`config.mk`:
```
export PLATFORM = sky130hd
export DESIGN_NAME = uart_tx
export DESIGN_NICKNAME = d
export VERILOG_FILES = /design/src/rtl/uart_tx.sv
export SDC_FILE = /design/constraint.sdc
export NUM_CORES = 1
export LEC_CHECK = 0
export ABC_AREA = 0
export CORE_MARGIN = 1.5
export CORE_UTILIZATION = 45
export DETAILED_ROUTE_END_ITERATION = 7
export PLACE_DENSITY = 0.65
export SLEW_MARGIN = 0
export SYNTH_ARGS = -nofsm -noshare
export SYNTH_HDL_FRONTEND = slang
export SYNTH_SLANG_ARGS = --single-unit
export TNS_END_PERCENT = 30
```
`constraint.sdc`:
```
create_clock -name clk -period 3.3 [get_ports clk]
set_input_delay 0.33 -clock clk [delete_from_list [all_inputs] [get_ports clk]]
set_output_delay 0.33 -clock clk [all_outputs]
set_load 0.02 [all_outputs]
```
`src/rtl/uart_tx.sv`:
```
// uart_tx: 8-bit LSB-first asynchronous serial transmitter with optional parity and 1 or 2 stop bits.
// transEna is high only while idle and able to accept a byte on Data_rdy.
module uart_tx #(
  parameter int CLKS_PER_BIT = 434,
  parameter int PARITY       = 0,
  parameter int STOP_BITS    = 1
) (
  input  logic       clk,
  input  logic       rst_n,
  input  logic [7:0] Data,
  input  logic       Data_rdy,
  output logic       transEna,
  output logic       tx
);
  localparam int CW = $clog2(CLKS_PER_BIT);
  typedef enum logic [2:0] {IDLE, START, DATA, PAR, STOP} state_t;
  state_t        r_state;
  logic [CW-1:0] r_cnt;
  logic [2:0]    r_idx;
  logic [7:0]    r_shift;
  logic          r_par;
  logic          r_stop;
  logic          r_tx;
  logic          r_ena;
  logic          w_tc;
  assign w_tc     = r_cnt == CW'(CLKS_PER_BIT - 1);
  assign tx       = r_tx;
  assign transEna = r_ena;
  always_ff @(posedge clk or negedge rst_n) begin
    if (!rst_n) begin
      r_state <= IDLE;
      r_cnt   <= '0;
      r_idx   <= '0;
      r_shift <= '0;
      r_par   <= 1'b0;
      r_stop  <= 1'b0;
      r_tx    <= 1'b1;
      r_ena   <= 1'b1;
    end else begin
      if (r_state != IDLE) r_cnt <= w_tc ? '0 : r_cnt + 1'b1;
      case (r_state)
        IDLE: if (Data_rdy) begin
          r_shift <= Data;
          r_par   <= ^Data ^ (PARITY == 2);
          r_ena   <= 1'b0;
          r_tx    <= 1'b0;
          r_cnt   <= '0;
          r_state <= START;
        end
        START: if (w_tc) begin
          r_tx    <= r_shift[0];
          r_idx   <= '0;
          r_state <= DATA;
        end
        DATA: if (w_tc) begin
          if (r_idx == 3'd7) begin
            r_tx    <= PARITY != 0 ? r_par : 1'b1;
            r_stop  <= 1'b0;
            r_state <= PARITY != 0 ? PAR : STOP;
          end else begin
            r_shift <= r_shift >> 1;
            r_tx    <= r_shift[1];
            r_idx   <= r_idx + 1'b1;
          end
        end
        PAR: if (w_tc) begin
          r_tx    <= 1'b1;
          r_stop  <= 1'b0;
          r_state <= STOP;
        end
        STOP: if (w_tc) begin
          // r_stop marks the second stop bit when two are configured
          if (r_stop || STOP_BITS == 1) begin
            r_ena   <= 1'b1;
            r_state <= IDLE;
          end else r_stop <= 1'b1;
        end
        default: r_state <= IDLE;
      endcase
    end
  end
endmodule
```
==> results.yml, run 1 <==
yosys:
  yosys_warnings: 0
  async_reset_ff_frac: 1.00
  synth-seq-cells: 25
  synth_edf_count: 0
  synth_cell_types: 33
  yosysSeqAreaShare: 0.467
  synthMostInstantiatedCell: "dfrtp_1"
  yosysTopAreaCellShare: 0.428
  yosys.area.top_type: "dfrtp_1"
  ys_dominant_reg_cell: "dfrtp_1"
  synth_xor_area_frac: 0.00652
  synth_top_family_by_area: "simple AND/OR/NAND/NOR gates"
  netlist_area_um2: 1340
  synthAdderAreaFrac: 0.0372
  syn-mean-instance-area_um2: 9.74
  yosys.area_share.simple: 0.199
  synth_top_cells_by_count: "dfrtp_1, nand2_1, o21ai_0"
  synth_compound_area_frac: 0.182
  synthCells: 138
  synth.net_count: 153
  synth.area.top_cells: "dfrtp_1, o21ai_0, mux2i_1"
  yosys-mux-area-fraction: 0.0680
sta:
  fmax_ghz: 0.465
  hold_viol_final: 0
  maxSlewHeadroom: 0.294
  fin_crit_sh: 0.652
  drv_slew: 0
  period_needed_ns: 2.15
  rsz0062_at_grt: "false"
  fin_tns_setup_ns: 0
  setup_viol: 0
  fin_worst_skew_ns: 0.0109
  worst_pin_slew_ns: 1.06
  fin_ws_ns: 1.15
clock_network:
  cts_buffers: 3
  cts.sink_count: 25
  cts_resized: 0
  htree_num_levels: 1
  path_clk_slew_ns: 0.14
  postCtsHoldBufs: 0
  clockBufferDepth: 2
  root_buffer: "clkbuf_4"
  clock_latency_ns: 0.32
  cts_tree: "yes"
  post_cts_buffers: 0
die:
  initial_utilization: 0.479
  std_cell_rows: 19
  pin_count: 13
  die_y_um: 57.6
  chipWidth_um: 57.6
  core_area_um2: 2810
  die-area_um2: 3320
cells_and_area:
  drive_gt1_frac: 0.0867
  fin_nets: 166
  fin_util: 0.538
  diodes: 0
  synthToLayoutAreaGrowth_pct: 12.4
  instances_no_fill: 181
outcome:
  violations: "design-rule violations"
  status: "finished, violations left"
drt:
  ant_nets: 0
  dr.pass1.iters: 6
  totalWireLength_um: 2600
  vias: 1028
  drc: 5
  vias_per_cell: 5.68
  drtIter0Drc: 73
  wl_per_cell_um: 14.3
pwr:
  vdd_ir_drop_max_v: 0.000210
  leakage_nw: 0.640
  power_density_nw_per_um2: 317
hold_path:
  min_from: "r_shift[3]"
  holdPathStages: 2
  whs_endpoint: "r_shift[3]"
  hp-class: "reg -> reg"
global_routing:
  grt_pass1_wl_um: 4400
  grt_overflow: 0
  grt_max_degree: 26
  grt_pass1_vias: 934
  antenna_found_initial: 0
  track_usage: 0.172
setup_path:
  cp_max_fo: 15
  r2r_start: "r_cnt[0]"
  cp-end-kind: "register"
  start_kind: "register"
  rrSetupSlack_ns: 1.15
  critPathRequiredTime_ns: 3.47
  cp.arrival_ns: 2.32
  crit_type: "reg -> reg"
  r2r_cells: 4
  worstReg2RegEnd: "r_shift[5]"
placed_design:
  dp.final_hpwl_um: 1860
  dp_cells: 177
  io_buffers: 12
  gp_congestion: 0.851
  place_ws_ns: 1.10
flow_run:
  max_cap_violations: 0
[final cells by class]
class	instances	area, um^2
Clock buffer	4	26.3
Fill cell	269	1290
Inverter	6	22.5
Multi-Input combinational cell	102	667
Sequential cell	25	628
Tap cell	31	38.8
Timing Repair Buffer	13	128
[cell families after synthesis]
kind of cell               count (synthesis)
and+or+nand+nor                           49
AOI/OAI and AO/OA                         39
DFF                                       25
buffers and inverters                     11
muxes                                      9
adders and majority gates                  4
xor gates and xnor gates                   1
[where the power goes]
part | total (mW) | internal (mW) | switching (mW)
clock network | 0.139 | 0.0472 | 0.0915
logic | 0.0247 | 0.0143 | 0.0105
registers | 0.315 | 0.311 | 0.00303
[critical path, stage by stage, from the launching register on]
cell,delay (ns)
dfrtp_1,0.44
ha_1,0.23
and4b_1,0.26
a41oi_1,0.82
o21ai_0,0.25
[worst max-delay path by stage]
stage / slack, ns / end / start / cells after the start
6_report: 1.15 / r_shift[5] / r_cnt[0] / 4
5_1_grt: 0.88 / r_shift[0] / r_cnt[0] / 4
3_5_place_dp: 1.10 / r_shift[5] / Data_rdy / 4
3_3_place_gp: 1.21 / r_shift[5] / Data_rdy / 4
4_1_cts: 1.08 / r_shift[5] / r_cnt[0] / 4
2_1_floorplan: 1.46 / r_idx[1] / r_idx[0] / 6
[through the flow]
stage	hold slack [ns]	cell area, um^2	power [mW]
3_3_place_gp	0.462	1480	0.345
4_1_cts	0.505	1510	0.484
5_1_grt	0.536	1510	0.500
6_report	0.498	1510	0.478
2_1_floorplan	0.0344	1340	0.326
3_5_place_dp	0.476	1480	0.346
[routing by layer]
metal / GRT usage / routed length [um] / vias to the layer above
li1: - / - / 523
met1: 0.251 / 1310 / 485
met2: 0.268 / 1200 / 18
met3: 0.0268 / 71 / 2
met4: 0.0498 / 19 / 0
met5: 0 / 0 / -
[cells in the final DEF, fill, tap and decap left out, types with 3 or more instances in the layout]
cell type,Yosys,layout
dfrtp_1,23,23
nand2_1,18,18
o21ai_0,18,18
clkdlybuf4s50_1,0,12
a21oi_1,9,9
mux2i_1,8,8
inv_1,6,6
nand3_1,5,5
a31oi_1,5,5
nor2_1,5,5
nand2b_1,4,4
or3_1,4,4
ha_1,4,4
nor3_1,3,3
clkbuf_4,0,3
[flip-flops by register name (all words and copies together) (netlist names)]
| name | flops |
|---|---|
| r_cnt | 9 |
| r_idx | 3 |
| r_shift | 8 |
| r_state | 3 |
| transEna | 1 |
| tx | 1 |
No activity file was read; power rests on OpenSTA's default activity.
==> inputs of run 2 (changes only) <==
==> constraint.sdc (replaced) <==
create_clock -name clk -period 2.1 [get_ports clk]
set_input_delay 0.21 -clock clk [delete_from_list [all_inputs] [get_ports clk]]
set_output_delay 0.21 -clock clk [all_outputs]
set_load 0.02 [all_outputs]
==> run 2 against run 1 <==
The flow still finishes with violations (design-rule violations); critical path depth rose by 2; combinational power up 64%; sequential share of layout area is 1.3 points lower; clock skew fell by 0.0069 ns; non-clock buffer count increased by 5; worst hold slack lost 0.26 ns; clock power increased by 50%; sequential cell count is the same; via count increased by 1.5%; final area increased by 3.1%; core utilization increased by 1.7 points; worst setup slack got worse by 1.0 ns.
==> results.yml, run 2 (same netlist as run 1, synthesis figures left out) <==
global_routing:
  grt_pass1_vias: 996
  grt_overflow: 0
  grt_pass1_wl_um: 4420
  antenna_found_initial: 0
  track_usage: 0.166
  grt_max_degree: 26
drt:
  ant_nets: 0
  vias_per_cell: 5.61
  drtIter0Drc: 60
  dr.pass1.iters: 6
  drc: 2
  vias: 1043
  wl_per_cell_um: 13.7
  totalWireLength_um: 2560
cells_and_area:
  fin_nets: 171
  regMostFlops: "r_cnt"
  reg_top3: "r_cnt: 9 flops, r_shift: 8 flops"
  instances_no_fill: 186
  layout_common_cells: "dfrtp_1, nand2_1, o21ai_0"
  final_common_cell: "dfrtp_1"
  largest_register_ffs: 9
  multiInputGateArea_um2: 677
  drive_gt1_frac: 0.129
  nFillCells: 249
  ff_latch_area_um2: 628
  synthToLayoutAreaGrowth_pct: 15.9
  diodes: 0
clock_network:
  root_buffer: "clkbuf_4"
  clockBufferDepth: 2
  cts.sink_count: 25
  cts_buffers: 3
  clock_latency_ns: 0.30
  htree_num_levels: 1
  cts_tree: "yes"
  path_clk_slew_ns: 0.13
sta:
  drv_slew: 0
  fin_crit_sh: 0.939
  period_needed_ns: 1.97
  rsz0062_at_grt: "false"
  worst_pin_slew_ns: 0.569
  maxSlewHeadroom: 0.620
  fmax_ghz: 0.507
  hold_viol_final: 0
  setup_viol: 0
  fin_tns_setup_ns: 0
  fin_worst_skew_ns: 0.00400
die:
  core_area_um2: 2810
  std_cell_rows: 19
  pin_count: 13
  die_y_um: 57.6
  die-area_um2: 3320
  chipWidth_um: 57.6
  initial_utilization: 0.479
placed_design:
  dp_cells: 182
  dp.final_hpwl_um: 1900
  io_buffers: 12
  gp_congestion: 0.869
setup_path:
  crit_type: "reg -> reg"
  crit_path_top_delay_cell: "a2111oi_4"
  cp-end-kind: "register"
  critPathRequiredTime_ns: 2.32
  cp_top_family: "compound AO/OA/AOI/OAI gates"
  path_buf_inv: 0
  cp_max_fo: 6
  start_kind: "register"
  max_stage_delay_ns: 0.44
  crit_chain: "ha_1 > ha_2 > or3b_4 > a2111oi_4 > nand3_1 > o21ai_0"
  cp.arrival_ns: 2.20
flow_run:
  max_cap_violations: 0
pwr:
  vdd_ir_drop_max_v: 0.000321
  power_density_nw_per_um2: 476
  leakage_nw: 0.663
outcome:
  status: "finished, violations left"
  violations: "design-rule violations"
hold_path:
  hp-class: "in -> async"
-- run 2: changes by cell type in the layout (fill, tap and decap cells not counted) --
cell and change:
buf_4 +5, ha_1 -1, ha_2 +1, a41oi_2 +1
a41oi_1 -1
-- run 2: area by class of cell --
type                    instances  share of cell area
well taps                      31              0.0249
multi-input cells             102               0.435
inverters                       6              0.0145
repair buffers                 18               0.106
flip-flops and latches         25               0.403
clock buffers                   4              0.0169
-- run 2: stage by stage --
| stage | setup slack (ns) | hold WS, ns | utilization | total power, mW | instance area (um^2) |
|---|---|---|---|---|---|
| 2_1_floorplan | 0.259 | -0.0856 | - | 0.512 | 1340 |
| 6_report | 0.127 | 0.239 | 0.555 | 0.742 | 1560 |
| 3_5_place_dp | 0.0365 | 0.471 | 0.542 | 0.544 | 1520 |
| 3_3_place_gp | 0.115 | 0.462 | 0.542 | 0.543 | 1520 |
| 4_1_cts | 0.00824 | 0.244 | 0.552 | 0.752 | 1550 |
| 5_1_grt | 0.00898 | 0.280 | 0.555 | 0.775 | 1560 |
-- run 2: power by group --
part | switching (mW) | internal [mW] | total [mW] | leakage (nW)
logic | 0.0170 | 0.0237 | 0.0406 | 0.340
clock network | 0.134 | 0.0739 | 0.208 | 0.0150
registers | 0.00437 | 0.489 | 0.494 | 0.308
total | 0.155 | 0.587 | 0.742 | 0.663
-- run 2: metal layers --
metal	routed length (um)	part of all wire	GRT usage
met5	0	0	0
met4	0	0	0.0299
met3	89	0.035	0.0201
met2	1220	0.48	0.271
met1	1250	0.49	0.242
-- run 2: worst paths after layout --
check                      cells past startpoint  slack [ns]          to        from
min in group clk                               2        0.50  r_shift[0]  r_shift[0]
min reg2reg                                    2        0.50  r_shift[0]  r_shift[0]
max                                            6        0.13    r_idx[2]    r_idx[1]
max reg2reg                                    6        0.13    r_idx[2]    r_idx[1]
min                                            2        0.24    r_cnt[6]       rst_n
max in group asynchronous                      2        1.57          tx       rst_n
-- run 2: worst register-to-register path, cell delays in order (launching register included) --
cell and delay, ns:
dfrtp_1 0.41, ha_1 0.19, ha_2 0.20, or3b_4 0.42
a2111oi_4 0.44, nand3_1 0.13, o21ai_0 0.11
-- run 2: repair_timing --
action | 4_1_cts | 5_1_grt
setup buffers | 0 | 0
endpoints found under the setup margin | 0 | 11
resized for setup | 0 | 2
hold buffers | 0 | 0
==> inputs of run 3 (changes only) <==
--- a/config.mk
+++ b/config.mk
@@ -6,8 +6,10 @@
 export NUM_CORES = 1
 export LEC_CHECK = 0
 export ABC_AREA = 0
+export CORE_ASPECT_RATIO = 0.5
 export CORE_MARGIN = 1.5
 export CORE_UTILIZATION = 45
+export CTS_CLUSTER_DIAMETER = 200
 export DETAILED_ROUTE_END_ITERATION = 7
 export PLACE_DENSITY = 0.65
 export SLEW_MARGIN = 0
==> run 3 against run 2 <==
The flow now finishes without violations; sequential power about the same; sequential share of layout area shrank 0.70 points; die area grew 0.60%; non-clock buffer count is the same; first-iteration DRC count is 23% lower; clock power increased by 42%; final area increased by 1.8%; worst hold slack better by 0.046 ns; worst setup slack improved by 0.017 ns; global-route usage is 1.2 points higher; core utilization grew 2.8 points; power rose by 12%; largest power group unchanged.
==> results.yml, run 3 (same netlist as run 1, synthesis figures left out) <==
setup_path:
  r2r_start: "r_idx[0]"
  worstReg2RegEnd: "r_idx[0]"
  crit_type: "reg -> reg"
  start_kind: "register"
  rrSetupSlack_ns: 0.14
  cp-end-kind: "register"
  cp_max_fo: 6
  cp.arrival_ns: 2.15
  crit_start: "r_idx[0]"
  crit_path_end: "r_idx[0]"
  r2r_cells: 6
  critPathRequiredTime_ns: 2.29
clock_network:
  cts_buffers: 3
  clockBufferDepth: 2
  htree_num_levels: 1
  cts.sink_count: 25
  root_buffer: "clkbuf_8"
  post_cts_buffers: 0
  path_clk_slew_ns: 0.09
  clock_latency_ns: 0.27
  cts_tree: "yes"
drt:
  vias: 1054
  wl_per_cell_um: 14.0
  dr.pass1.iters: 4
  ant_nets: 0
  vias_per_cell: 5.49
  drc: 0
  totalWireLength_um: 2680
  drtIter0Drc: 46
placed_design:
  io_buffers: 12
  placed_cell_area_um2: 1530
  place_ws_ns: -0.00817
  dp.final_hpwl_um: 1970
  gp_congestion: 0.833
global_routing:
  grt_max_degree: 26
  use_met1: 0.263
  gr-usage-met2: 0.262
  use_met3: 0.0462
  grt_pass1_wl_um: 4580
  top_usage_layer: "met1"
  track_usage: 0.178
  grt_overflow: 0
  grt_pass1_vias: 990
  antenna_found_initial: 0
cells_and_area:
  layout_common_cells: "dfrtp_1, nand2_1, o21ai_0"
  drive_gt1_frac: 0.129
  final_common_cell: "dfrtp_1"
  fin_area_um2: 1590
  synthToLayoutAreaGrowth_pct: 18.0
  reg_top3: "r_cnt: 9 flops, r_shift: 8 flops"
  diodes: 0
  largest_register_ffs: 9
  fin_nets: 171
  regMostFlops: "r_cnt"
sta:
  period_needed_ns: 1.96
  fmax_ghz: 0.511
  hold_viol_final: 0
  rsz0062_at_grt: "false"
  drv_slew: 0
  fin_crit_sh: 0.931
  fin_worst_skew_ns: 0.00107
  setup_viol: 0
  maxSlewHeadroom: 0.622
  fin_ws_ns: 0.144
  worst_pin_slew_ns: 0.567
flow_run:
  max_cap_violations: 0
pwr:
  p_int_uw: 647
  p_sw_uw: 184
  clkPwrFrac: 0.356
  seq_power_share: 0.594
  p_comb_frac: 0.050
  vdd_ir_drop_max_v: 0.000275
  p_sw_frac: 0.221
  leakage_nw: 0.673
  power_density_nw_per_um2: 524
die:
  std_cell_rows: 13
  die_y_um: 41.6
  core_area_um2: 2720
  chipWidth_um: 80.3
  pin_count: 13
  initial_utilization: 0.495
  die-area_um2: 3340
hold_path:
  hp-class: "in -> async"
outcome:
  status: "finished clean"
run 3: per-stage QoR:
step	TNS [ns]	instances	hold slack (ns)	total power [mW]	utilization
6_report	0	192	0.286	0.831	0.584
5_1_grt	0	192	0.341	0.863	0.584
4_1_cts	0	192	0.301	0.844	0.584
3_5_place_dp	-0.0142	188	0.475	0.546	0.563
3_3_place_gp	0	188	0.464	0.544	0.563
2_1_floorplan	0	138	-0.0856	0.512	-
run 3: repair_timing:
item                       in CTS  in global routing
pin swaps                       0                  1
setup endpoints to repair       2                  2
hold endpoints to repair        0                  0
hold buffers                    0                  0
resized for setup               1                  0
run 3: power groups by stage:
stage | Combinational (mW) | Clock [mW] | Sequential, mW
after global routing | 0.0472 | 0.321 | 0.494
after detailed placement | 0.0426 | 0 | 0.503
final | 0.0415 | 0.296 | 0.493
after CTS | 0.0428 | 0.307 | 0.493
after global placement | 0.0412 | 0 | 0.503
after floorplan | 0.00997 | 0 | 0.502
run 3: cell type report:
cell class | instances | area (um^2)
Clock buffer | 3 | 41.3
Clock inverter | 1 | 7.51
Fill cell | 244 | 1130
Inverter | 6 | 22.5
Multi-Input combinational cell | 102 | 674
Sequential cell | 25 | 628
Tap cell | 37 | 46.3
Timing Repair Buffer | 18 | 165
run 3: routing by layer:
| metal | part of all wire | wire [um] | up-vias |
|---|---|---|---|
| met3 | 0.046 | 122 | 2 |
| met2 | 0.44 | 1180 | 18 |
| met4 | 0.0052 | 14 | 0 |
| li1 | - | - | 540 |
| met1 | 0.51 | 1360 | 494 |
| met5 | 0 | 0 | - |
run 3: how the worst min path moves through the flow:
stage	startpoint	end	slack, ns
2_1_floorplan	rst_n	r_cnt[0]	-0.09
3_3_place_gp	r_shift[5]	r_shift[5]	0.46
3_5_place_dp	r_shift[6]	r_shift[6]	0.47
5_1_grt	rst_n	r_state[0]	0.34
4_1_cts	rst_n	r_cnt[0]	0.30
6_report	rst_n	r_cnt[8]	0.29
run 3: worst max-delay path, cell delays in order (launching register included):
cell and delay, ns:
dfrtp_1 0.40, ha_1 0.20, ha_1 0.23, or3b_4 0.42, a2111oi_4 0.42, nand3_1 0.11
o21ai_0 0.10
==> variant: new RTL, flow settings as in run 2 <==
Set the parameter `CLKS_PER_BIT` to 1736 (it was 434).
--- a/src/rtl/uart_tx.sv
+++ b/src/rtl/uart_tx.sv
@@ -2,5 +2,5 @@
 // transEna is high only while idle and able to accept a byte on Data_rdy.
 module uart_tx #(
-  parameter int CLKS_PER_BIT = 434,
+  parameter int CLKS_PER_BIT = 1736,
   parameter int PARITY       = 0,
   parameter int STOP_BITS    = 1
Formal check against the unedited RTL: no difference found for any inputs over 10 cycles, from zero or initial values and one cycle with rst_n low; that may be too few to reach the edited logic, so the function may still have changed.
==> variant against run 2 <==
Total power rose by 7.3%. Wire length rose by 10%. Critical path type unchanged. Sequential power is 7.1% higher. Sequential cell count up 2. Setup slack improved by 0.028 ns. Core utilization decreased by 0.53 points. Design area is 8.7% higher. Count of clock-buffer cells in the layout down 1. Critical endpoint is now r_shift[1]. Area after synthesis up 8.8%.
==> variant: results (changes against run 2) <==
The routed length per instance was 14.0 um (+1.6%). The footprint of the flip-flops and latches was 678 sq um (+8.0%). The count of flip-flops and latches is 27 (+8.0%).

The post-synthesis share of cell area spent on xor and xnor gates was 0% (-0.65 points). The total nets after synthesis is 154 (+0.65%). The multi-input combinational cell count is 101 (-0.98%). The number of nets in the layout is 173 (+1.2%).

The cell area reported after detailed placement was 1670 sq um (+9.5%). The maximum number of pins on one net before global-route repair came out at 28 (+7.7%). The non-clock buffer share of cell area is 10.2% (-0.40 points). The largest registers in the layout are r_cnt x11, r_shift x8. The number of clock buffers in the layout came to 3 (-1).

The worst-path maximum fanout came out at 8 (+2). The final weighted congestion of routability-driven global placement is 0.803 (-7.6%). The flow ran to the end, and the final reports show no timing, DRC or antenna violations. The area share of fa/ha/maj cells after synthesis is 2.57% (-1.2 points). The total standard cell area after synthesis is 1460 sq um (+8.8%). The cell leakage power is 0.000735 uW (+11%). The headroom to the max-slew limit is 69.1% (+7.1 points). The setup skew after layout is 0.00695 ns (+0.00295 ns). The mean cell area of the mapped netlist is 10.4 sq um (+7.2%). The setup slack after placement was 0.157 ns (+0.121 ns). The share of the synthesized area in the top cell type came out at 42.8% (about the same). Ranked by total cell area, the synthesized netlist is headed by sky130_fd_sc_hd__dfrtp_1 (43%), sky130_fd_sc_hd__mux2_2 (13%), sky130_fd_sc_hd__nand2_1 (4.1%), sky130_fd_sc_hd__dfstp_2 (3.6%), sky130_fd_sc_hd__a21oi_1 (3.1%). The cell count of the worst reg-to-reg path is 4 (-2).

The count of unique library cells instantiated by Yosys is 35 (+6.1%). In the synthesized netlist, the cells that appear most often are sky130_fd_sc_hd__dfrtp_1 (25), sky130_fd_sc_hd__mux2_2 (17), sky130_fd_sc_hd__nand2_1 (16). The count of non-CTS buffers in the layout came out at 19 (+1).

The sequential share of the synthesized area is 46.4% (-0.34 points). The first-pass GRT wire length is 4730 um (+7.0%).
[variant: routing by layer]
| metal | share of wire (%) | GRT usage, % | up-vias |
|---|---|---|---|
| li1 | - | - | 542 |
| met1 | 47 | 23.7 | 546 |
| met2 | 48 | 27.8 | 21 |
| met3 | 4.0 | 5.19 | 4 |
| met4 | 0.85 | 3.81 | 0 |
| met5 | 0 | 0 | - |
[variant: worst max path at each step]
stage                            end     start  depth (start not counted)  slack (ns)
after CTS                 r_shift[1]  r_cnt[4]                          4        0.14
after detailed placement  r_shift[1]  r_cnt[4]                          4        0.16
after global placement    r_shift[4]  r_cnt[4]                          4        0.20
after global routing      r_shift[4]  r_cnt[0]                          5        0.03
final                     r_shift[1]  r_cnt[4]                          4        0.15
after floorplan           r_shift[0]  r_cnt[0]                          6        0.26
[variant: report_power, final]
part | leakage [uW] | internal, uW | switching (uW)
clock network | 0.0000177 | 71.5 | 153
logic | 0.000407 | 26.5 | 15.6
registers | 0.000310 | 526 | 2.94
total | 0.000735 | 624 | 172
